<file path="src/rtl/m_axi_read_arbiter_pkg.sv">
// -----------------------------------------------------------------------------
// m_axi_read_arbiter_pkg
//   Shared definitions for the AXI4-Lite read-port arbiter: AXI RRESP codes
//   and the transaction FSM state encoding.
// -----------------------------------------------------------------------------
package m_axi_read_arbiter_pkg;

  localparam logic [1:0] RESP_OKAY   = 2'b00;
  localparam logic [1:0] RESP_EXOKAY = 2'b01;
  localparam logic [1:0] RESP_SLVERR = 2'b10;
  localparam logic [1:0] RESP_DECERR = 2'b11;

  typedef enum logic [1:0] {
    ST_IDLE = 2'd0,
    ST_ADDR = 2'd1,
    ST_DATA = 2'd2,
    ST_RESP = 2'd3
  } state_t;

endpackage

</file>
<file path="src/rtl/m_axi_read_arbiter_rr.sv">
// -----------------------------------------------------------------------------
// rr_arbiter_comb
//   Purely combinational round-robin pick. Scans last_grant+1, last_grant+2, ...
//   modulo NUM_REQ and returns the first requester with req_valid set.
// Ports:
//   req_valid  - per-requester request
//   last_grant - index granted most recently
//   winner     - selected index (0 when none valid)
//   any_valid  - at least one request present
// -----------------------------------------------------------------------------
module rr_arbiter_comb
  import m_axi_read_arbiter_pkg::*;
#(
  parameter int NUM_REQ       = 2,
  parameter int REQ_IDX_WIDTH = 1
) (
  input  logic [NUM_REQ-1:0]       req_valid,
  input  logic [REQ_IDX_WIDTH-1:0] last_grant,
  output logic [REQ_IDX_WIDTH-1:0] winner,
  output logic                     any_valid
);

  logic                     w_found;
  logic [REQ_IDX_WIDTH-1:0] w_idx;

  always_comb begin
    w_found = 1'b0;
    w_idx   = '0;
    winner  = '0;
    for (int unsigned k = 1; k <= NUM_REQ; k++) begin
      w_idx = REQ_IDX_WIDTH'((32'(last_grant) + k) % NUM_REQ);
      if (!w_found && req_valid[w_idx]) begin
        w_found = 1'b1;
        winner  = w_idx;
      end
    end
  end

  assign any_valid = |req_valid;

endmodule

</file>
<file path="src/rtl/m_axi_read_arbiter.sv">
// -----------------------------------------------------------------------------
// m_axi_read_arbiter
//   Shares one AXI4-Lite read master among NUM_REQ requesters, round-robin,
//   one outstanding read at a time (IDLE -> ADDR -> DATA -> RESP).
// Ports:
//   clk, reset (async, active low)
//   req_valid/req_addr/req_ready   - requester side, req_ready one-hot in IDLE
//   rsp_valid/rsp_ready            - one-hot response slot for the grantee
//   rsp_data/rsp_resp              - shared, held from the last read
//   busy                           - any state other than IDLE
//   err_cnt                        - saturating count of non-OKAY RRESP
//   M_AXI_AR*/M_AXI_R*             - AXI4-Lite read channels
// -----------------------------------------------------------------------------
module m_axi_read_arbiter
  import m_axi_read_arbiter_pkg::*;
#(
  parameter int NUM_REQ         = 2,
  parameter int REQ_IDX_WIDTH   = 1,
  parameter int GLOB_ADDR_WIDTH = 32,
  parameter int GLOB_DATA_WIDTH = 32,
  parameter int ERR_CNT_WIDTH   = 8
) (
  input  logic                               clk,
  input  logic                               reset,
  input  logic [NUM_REQ-1:0]                 req_valid,
  input  logic [NUM_REQ*GLOB_ADDR_WIDTH-1:0] req_addr,
  output logic [NUM_REQ-1:0]                 req_ready,
  output logic [NUM_REQ-1:0]                 rsp_valid,
  input  logic [NUM_REQ-1:0]                 rsp_ready,
  output logic [GLOB_DATA_WIDTH-1:0]         rsp_data,
  output logic [1:0]                         rsp_resp,
  output logic                               busy,
  output logic [ERR_CNT_WIDTH-1:0]           err_cnt,
  output logic [GLOB_ADDR_WIDTH-1:0]         M_AXI_ARADDR,
  output logic                               M_AXI_ARVALID,
  input  logic                               M_AXI_ARREADY,
  input  logic [GLOB_DATA_WIDTH-1:0]         M_AXI_RDATA,
  input  logic [1:0]                         M_AXI_RRESP,
  input  logic                               M_AXI_RVALID,
  output logic                               M_AXI_RREADY
);

  state_t                     r_state;
  logic [REQ_IDX_WIDTH-1:0]   r_last_grant;
  logic [REQ_IDX_WIDTH-1:0]   r_grant_idx;
  logic [GLOB_ADDR_WIDTH-1:0] r_addr;
  logic [GLOB_DATA_WIDTH-1:0] r_data;
  logic [1:0]                 r_resp;
  logic [ERR_CNT_WIDTH-1:0]   r_err_cnt;
  logic                       r_arvalid;
  logic                       r_rready;
  logic [NUM_REQ-1:0]         r_rsp_valid;

  logic [REQ_IDX_WIDTH-1:0]   w_winner;
  logic                       w_any_valid;
  logic [GLOB_ADDR_WIDTH-1:0] w_sel_addr;

  rr_arbiter_comb #(
    .NUM_REQ       (NUM_REQ),
    .REQ_IDX_WIDTH (REQ_IDX_WIDTH)
  ) u_rr (
    .req_valid  (req_valid),
    .last_grant (r_last_grant),
    .winner     (w_winner),
    .any_valid  (w_any_valid)
  );

  assign w_sel_addr = req_addr[w_winner*GLOB_ADDR_WIDTH +: GLOB_ADDR_WIDTH];

  // Accept is combinational so a waiting requester is taken in the same cycle.
  assign req_ready = (r_state == ST_IDLE && w_any_valid) ? (NUM_REQ'(1) << w_winner) : '0;

  always_ff @(posedge clk or negedge reset) begin
    if (!reset) begin
      r_state      <= ST_IDLE;
      r_last_grant <= REQ_IDX_WIDTH'(NUM_REQ - 1);
      r_grant_idx  <= '0;
      r_addr       <= '0;
      r_data       <= '0;
      r_resp       <= '0;
      r_err_cnt    <= '0;
      r_arvalid    <= 1'b0;
      r_rready     <= 1'b0;
      r_rsp_valid  <= '0;
    end else begin
      case (r_state)
        ST_IDLE: begin
          if (w_any_valid) begin
            r_addr      <= w_sel_addr;
            r_grant_idx <= w_winner;
            r_arvalid   <= 1'b1;
            r_state     <= ST_ADDR;
          end
        end
        ST_ADDR: begin
          if (M_AXI_ARREADY) begin
            r_arvalid <= 1'b0;
            r_rready  <= 1'b1;
            r_state   <= ST_DATA;
          end
        end
        ST_DATA: begin
          if (M_AXI_RVALID) begin
            r_rready    <= 1'b0;
            r_data      <= M_AXI_RDATA;
            r_resp      <= M_AXI_RRESP;
            r_rsp_valid <= NUM_REQ'(1) << r_grant_idx;
            if (M_AXI_RRESP != RESP_OKAY && r_err_cnt != '1) begin
              r_err_cnt <= r_err_cnt + ERR_CNT_WIDTH'(1);
            end
            r_state <= ST_RESP;
          end
        end
        ST_RESP: begin
          if (rsp_ready[r_grant_idx]) begin
            r_rsp_valid  <= '0;
            r_last_grant <= r_grant_idx;
            r_state      <= ST_IDLE;
          end
        end
        default: r_state <= ST_IDLE;
      endcase
    end
  end

  assign rsp_valid     = r_rsp_valid;
  assign rsp_data      = r_data;
  assign rsp_resp      = r_resp;
  assign busy          = (r_state != ST_IDLE);
  assign err_cnt       = r_err_cnt;
  assign M_AXI_ARADDR  = r_addr;
  assign M_AXI_ARVALID = r_arvalid;
  assign M_AXI_RREADY  = r_rready;

endmodule
</file>
<file path="config.mk">
export PLATFORM = sky130hd
export DESIGN_NAME = m_axi_read_arbiter
export DESIGN_NICKNAME = d
export VERILOG_FILES = /design/src/rtl/m_axi_read_arbiter_pkg.sv /design/src/rtl/m_axi_read_arbiter_rr.sv /design/src/rtl/m_axi_read_arbiter.sv
export SDC_FILE = /design/constraint.sdc
export NUM_CORES = 1
export LEC_CHECK = 0
export BUFFER_PORTS_ARGS = -buffer_cell sky130_fd_sc_hd__buf_4
export CORE_MARGIN = 2
export CORE_UTILIZATION = 45
export DETAILED_ROUTE_END_ITERATION = 7
export PLACE_DENSITY = 0.92
export SLEW_MARGIN = 20
export SYNTH_ARGS = -nofsm -noshare
export SYNTH_HDL_FRONTEND = slang
export SYNTH_SLANG_ARGS = --single-unit
</file>
<file path="constraint.sdc">
create_clock -name clk -period 2 [get_ports clk]
set_input_delay 0.2 -clock clk [delete_from_list [all_inputs] [get_ports clk]]
set_output_delay 0.2 -clock clk [all_outputs]
set_load 0.02 [all_outputs]
</file>
* After elaboration in Yosys (flattened, before gate mapping)
Cells that the tools add are included.
** Storage, ports and cells
- Register bits after elaboration :: 82
- Bits of input ports :: 106
- Output and inout bits :: 81
- Logic and storage cells :: 69
** Cells by class
- $add $sub $neg :: 3
- Magnitude comparators :: 3
- Equal/unequal tests :: 8
- Shift operators :: 3
- Muxes and demuxes :: 23
- Reductions and logical operators :: 19
** Operators with widths (number)
- variable part select 64 x 7 -> 32 bit :: 1
- 2-to-1 mux 1 bit :: 13
- 2-to-1 mux 2 bit :: 6
- AND reduction 3 bit :: 4
- nonzero test 2 bit :: 5
- adder 8 x 1 -> 8 bit, second input constant :: 1
- inequality test 2 bit, second input constant :: 4
- inequality test 8 bit, second input constant :: 1
- one-hot mux 2 bit (4 select lines) :: 1
- < comparator 1 x 2 -> 1 bit, second input constant :: 3
- AND reduction 2 bit :: 3
- == test 2 bit, second input constant :: 2
- one-hot mux 1 bit (2 select lines) :: 2
- one-hot mux 2 bit (2 select lines) :: 1
- AND reduction 4 bit :: 1
- left shift 1 x 1 -> 2 bit, first input constant :: 2
- logical AND 1 bit :: 3
- adder 1 bit, second input constant :: 2
- == test 2 x 1 -> 1 bit, second input constant :: 1
- zero test 2 bit :: 1
- OR reduction 2 bit :: 1
- zero test 1 bit :: 1

* Depth between registers and ports, before layout
- Depth in word-level cells :: 9
- Depth in mapped cells :: 7
- Depth with buffers taken out :: 6

* Modules after synthesis
A second synthesis with hierarchy kept.
** Unflattened totals
- Cell total of the unflattened synthesis :: 300
- Area total of the unflattened synthesis :: 3608.5 µm²
** Modules (own cells, without submodules)
- m_axi_read_arbiter :: instances 1, cells each 298, area each 3594.7 µm², sequential area each 2053.2 µm²
- rr_arbiter_comb :: instances 1, cells each 2, area each 13.8 µm², sequential area each 0.0 µm²

* Worst setup path before layout
Ideal clock, no wire load.
- Path kind :: register -> register
- Start point :: reg r_state[0]
- End point :: reg r_state[1]
- Setup time :: 0.128 ns
- Arrival time :: 1.562 ns
- Data required time :: 1.872 ns
- Setup slack :: 0.310 ns
- Cell stages (with the launch flop) :: 7
- Path buffers :: 0
- Period minus slack after synthesis :: 1.690 ns
- Cells stage by stage :: dfrtp_1 -> inv_1 -> ha_1 -> inv_1 -> or3_1 -> nand3_1 -> mux2_1
** Between the ends
- Word-level cells in the longest chain between the ends :: 3
- Elaborated cells on any way between the ends :: 10
- Classes of those cells :: eq/ne: 7; mux: 1; reduce/logical: 2
** Ends and longest elaborated chain
- start: declaration :: RTL line m_axi_read_arbiter.sv:43 : state_t r_state;
- start signal: assignment :: RTL line m_axi_read_arbiter.sv:75 : r_state <= ST_IDLE;
- start signal: assignment :: RTL line m_axi_read_arbiter.sv:92 : r_state <= ST_ADDR;
- start signal: assignment :: RTL line m_axi_read_arbiter.sv:99 : r_state <= ST_DATA;
- == test 2 x 1 -> 1 bit, or another cell as far along :: RTL line m_axi_read_arbiter.sv:86 : case (r_state)
- inequality test 2 bit (no line)
- AND reduction 4 bit (no line)
Parallel ways exist; a longest one is shown, timed or not.
A chain may end at the register's enable or synchronous reset.

* Worst setup path in the final report
- Start point :: reg r_state[1]
- End point :: out req_ready[1]
** Between the ends
- Word-level cells in the longest chain between the ends :: 3
** Ends and longest elaborated chain
- zero test 2 bit :: RTL line m_axi_read_arbiter.sv:71 : assign req_ready = (r_state == ST_IDLE && w_any_valid) ? (NUM_REQ'(1) << w_winner) : '0;
- logical AND 1 bit :: RTL line m_axi_read_arbiter.sv:71
- 2-to-1 mux 2 bit :: RTL line m_axi_read_arbiter.sv:71
- end: declaration :: RTL line m_axi_read_arbiter.sv:27 : output logic [NUM_REQ-1:0] req_ready,
Every way passes these cells.

==> impl_results.rst <==
.. list-table::
   :header-rows: 1

   * - Metric
     - Value
   * - Detailed-routing wirelength on met1
     - around 3.5 mm
   * - Outcome
     - finished clean
   * - Clock tree from TritonCTS
     - done
   * - Final hold violations
     - 0
   * - Critical Path Start Type
     - flip-flop
   * - Post-Synth Simple-Gate Area
     - 0.0449
   * - Top-area cell type share of the netlist area
     - 0.587
   * - Met3 WL
     - 1.04 mm
   * - Estimated wirelength of the detail-placed design
     - a little over 7 mm
   * - Final worst-path cycle share
     - 0.959
   * - Count of state elements after synthesis
     - between 80 and 90
   * - Standard-cell rows
     - 31
   * - Via-to-Cell Ratio
     - about 5.3
   * - Critical-path maximum fanout
     - 17
   * - Number of max-slew violations in the final report
     - 0
   * - Multiplexer fraction of the synthesized cell area
     - 0.133
   * - IO buf count
     - between 150 and 200
   * - Final total negative setup slack
     - 0 ns
   * - Arrival time of data at the critical path endpoint
     - between 1.5 and 2 ns
   * - Die area
     - between 8000 and 9000 µm²
   * - Max-cap violations
     - 0
   * - Area growth, synth to finish
     - 54.5%
   * - Final instance area
     - 5330 µm²
   * - Starting utilization of the core area
     - 0.471
   * - Part of the Yosys area used for sequential elements
     - 0.595
   * - Wire length of the first global-routing pass
     - 14.6 mm
   * - Post-layout total power
     - approximately 8.6 mW
   * - Dominant cells by area after synthesis
     - sky130_fd_sc_hd__dfrtp_1 (59%), sky130_fd_sc_hd__mux2_2 (12%), sky130_fd_sc_hd__a222oi_1 (9.3%), sky130_fd_sc_hd__inv_1 (4.0%), sky130_fd_sc_hd__ha_1 (2.2%)
   * - Layout cells sized above 1
     - 0.559
   * - All-Layer GR Usage
     - 0.224
   * - Max-slew headroom at the worst pin
     - 0.655
   * - Yosys warning count
     - 0
   * - Hold Path End
     - M_AXI_ARADDR[23]
   * - Highest metal layer used by the detailed router
     - met4
   * - Critical path data required time
     - approximately 1.8 ns
   * - Post-Route Utilization
     - 0.727
   * - CP Class
     - reg2out
   * - Power density normalized to cell area
     - around 1600 nW/µm²
   * - Net total in the final layout
     - 567
   * - Pre-Repair DR Iteration Count
     - 6
   * - Total congestion overflow after global routing
     - 0
   * - Routed Wire Length
     - about 9.8 mm
   * - Total number of vias
     - between 2000 and 3000
   * - Post-synthesis instance area
     - approximately 3500 µm²
   * - Clk Tree Root Cell
     - sky130_fd_sc_hd__clkbuf_8
   * - Number of cells on the worst reg-to-reg path
     - 5
   * - Reported leakage power
     - approximately 2.8 nW
   * - Synth async-reset ratio
     - 1.00
   * - Share of synthesized cell area in full adder, half adder and majority cells
     - 0.0217
   * - Post-synthesis cell count
     - 260
   * - Clock slew at the register clock pins of the worst setup and hold paths
     - around 0.09 ns
   * - Finished Layout Cells
     - 559
   * - Worst Hold Slack
     - 0.0766 ns
   * - Pin count of the biggest net entering global routing
     - between 40 and 50
   * - Distinct cells, synth
     - 33
   * - Setup-violating endpoint count in the final report
     - 0
   * - Top cell types by occurrence after synthesis
     - sky130_fd_sc_hd__dfrtp_1 (81), sky130_fd_sc_hd__inv_1 (37), sky130_fd_sc_hd__mux2_2 (37)
   * - Synthesized area divided by synthesized cell count
     - between 10 and 15 µm²
   * - R2r setup slk
     - 0.22 ns
   * - Setup skew after layout
     - roughly 0.0095 ns
   * - Number of synthesized flops with an enable pin
     - 0
   * - Worst setup margin
     - just over 0.08 ns
   * - Kind of end point of the critical path
     - primary output
   * - Multi-input logic area
     - 1200 µm²
   * - Compound-cell area share of the yosys netlist
     - 0.130
   * - Vias in the first global route
     - slightly above 3000
   * - Fill cell count
     - a little under 500
   * - Worst hold path class
     - in2reg
   * - Number of top-level pins
     - ~190
   * - Clk sinks
     - between 80 and 90
   * - Largest family of logic cells by synthesized area
     - multiplexers
   * - Routed wire length on met2
     - 5.12 mm
   * - Most frequently used cell type in the post-synthesis netlist
     - sky130_fd_sc_hd__dfrtp_1
   * - Initial antenna violation count
     - 0
   * - Time the worst path needs with I/O delays and setup
     - roughly 1.9 ns
   * - Reg area
     - between 2000 and 2500 µm²
   * - ANT cells
     - 0
   * - Biggest area consumer among synthesized cells
     - sky130_fd_sc_hd__dfrtp_1
   * - Number of nets in the synthesized netlist
     - around 370
   * - FF-to-FF Start
     - r_state[0]
   * - CTS max path bufs
     - 2
   * - Hold depth
     - 3
   * - X dimension of the die
     - around 90 µm
   * - Gpl congestion
     - approximately 0.8
   * - Capturing point of the worst reg2reg path
     - err_cnt[7]
   * - H-tree depth
     - 3
   * - Cell total after placement
     - roughly 540
   * - Worst ir drop on vdd
     - around 0.83 mV
   * - Average wire length per cell after detail routing
     - 17.6 µm
   * - Placed instance area
     - roughly 5000 µm²
   * - Clk Latency, worst-skew pair
     - between 0.3 and 0.4 ns
   * - Highest attainable clock frequency
     - roughly 520 MHz
   * - Final ANT Viol Nets
     - 0
   * - Flip-flop cell with the highest count after synthesis
     - sky130_fd_sc_hd__dfrtp_1
   * - Pre-CTS worst setup slack
     - approximately 0.17 ns
   * - Slew @ Worst Pin
     - 0.518 ns
   * - Overall die height
     - between 90 and 100 µm
   * - Violation count after the first detailed-routing iteration
     - 246
   * - Placeable core region
     - 7330 µm²
   * - Worst Min Path Start
     - req_addr[55]
   * - DRC viols
     - 0
   * - Total clock buffers created by CTS
     - 9
   * - Synthesized-area fraction occupied by xor and xnor cells
     - 0.0127
[sequential cells by signal, summed over array words and instances, names as in the netlist]
name / flops
M_AXI_ARADDR: 32
M_AXI_ARVALID: 1
M_AXI_RREADY: 1
err_cnt: 8
r_grant_idx: 1
r_last_grant: 1
r_state: 2
rsp_data: 32
rsp_resp: 2
rsp_valid: 2
[how the worst max path moves through the flow]
stage	startpoint	endpoint	slack [ns]	depth (start not counted)
6_report	r_state[1]	req_ready[1]	0.08	6
5_1_grt	r_state[1]	req_ready[1]	-0.02	6
4_1_cts	r_state[0]	req_ready[1]	0.003	6
3_5_place_dp	r_state[0]	err_cnt[1]	0.17	5
3_3_place_gp	r_state[0]	err_cnt[7]	0.28	5
2_1_floorplan	r_state[0]	r_state[1]	0.31	6
[routing by layer]
layer / track usage / vias up
met5: 0 / -
met4: 0.0922 / 0
met3: 0.0830 / 19
met2: 0.387 / 178
met1: 0.249 / 1442
li1: - / 1334
[placed cells by master (no fill, tap or decap), types with 2 or more instances in the layout]
| cell | synthesis | routed |
|---|---|---|
| sky130_fd_sc_hd__buf_4 | 0 | 188 |
| sky130_fd_sc_hd__dfrtp_1 | 81 | 81 |
| sky130_fd_sc_hd__mux2_2 | 37 | 37 |
| sky130_fd_sc_hd__inv_1 | 37 | 36 |
| sky130_fd_sc_hd__a222oi_1 | 32 | 32 |
| sky130_fd_sc_hd__nand2_1 | 12 | 12 |
| sky130_fd_sc_hd__clkbuf_8 | 0 | 9 |
| sky130_fd_sc_hd__a21oi_1 | 5 | 5 |
| sky130_fd_sc_hd__ha_1 | 6 | 5 |
| sky130_fd_sc_hd__buf_12 | 0 | 5 |
| sky130_fd_sc_hd__nor2_1 | 4 | 4 |
| sky130_fd_sc_hd__xnor2_1 | 4 | 4 |
| sky130_fd_sc_hd__nand2b_1 | 3 | 3 |
| sky130_fd_sc_hd__mux2i_1 | 3 | 3 |
| sky130_fd_sc_hd__bufinv_16 | 0 | 3 |
| sky130_fd_sc_hd__a21oi_4 | 0 | 2 |
| sky130_fd_sc_hd__nand3_1 | 2 | 2 |
| sky130_fd_sc_hd__nand4_1 | 2 | 2 |
| sky130_fd_sc_hd__nor2b_1 | 2 | 2 |
| sky130_fd_sc_hd__o21ai_0 | 2 | 2 |
| sky130_fd_sc_hd__clkinvlp_4 | 0 | 2 |
| sky130_fd_sc_hd__clkbuf_16 | 0 | 2 |
[report_power, final]
part / internal (mW) / total [mW] / switching [mW]
clock: 0.835 / 1.44 / 0.608
sequential: 2.45 / 2.95 / 0.502
combinational: 2.03 / 4.26 / 2.23
total: 5.31 / 8.65 / 3.34
[area by class of cell]
type / count / share of cell area
inverter: 37 / 0.0260
clock inverter: 6 / 0.0214
multi-input combinational: 129 / 0.226
sequential: 82 / 0.385
timing repair buffer: 196 / 0.295
tap: 99 / 0.0232
clock buffer: 10 / 0.0239
[kinds of logic after synthesis]
| logic type | after synthesis |
|---|---|
| compound gates | 47 |
| xor+xnor | 5 |
| fa+ha+maj | 6 |
| buf+inv | 49 |
| flops | 82 |
| mux | 41 |
| simple gates | 30 |
[critical path: stages (launching register included)]
cell and delay [ns]:
sky130_fd_sc_hd__dfrtp_1 0.42, sky130_fd_sc_hd__inv_1 0.12, sky130_fd_sc_hd__ha_2 0.23, sky130_fd_sc_hd__nand2_1 0.09
sky130_fd_sc_hd__a21oi_4 0.18, sky130_fd_sc_hd__buf_12 0.18, sky130_fd_sc_hd__buf_4 0.15
[timing repair]
action	in CTS	in global routing
resized for setup	0	4
setup buffers	0	2
endpoints found under the setup margin	0	2
hold buffers	1	0
endpoints found under the hold margin	36	0
Power figures use the tool's default switching activity.
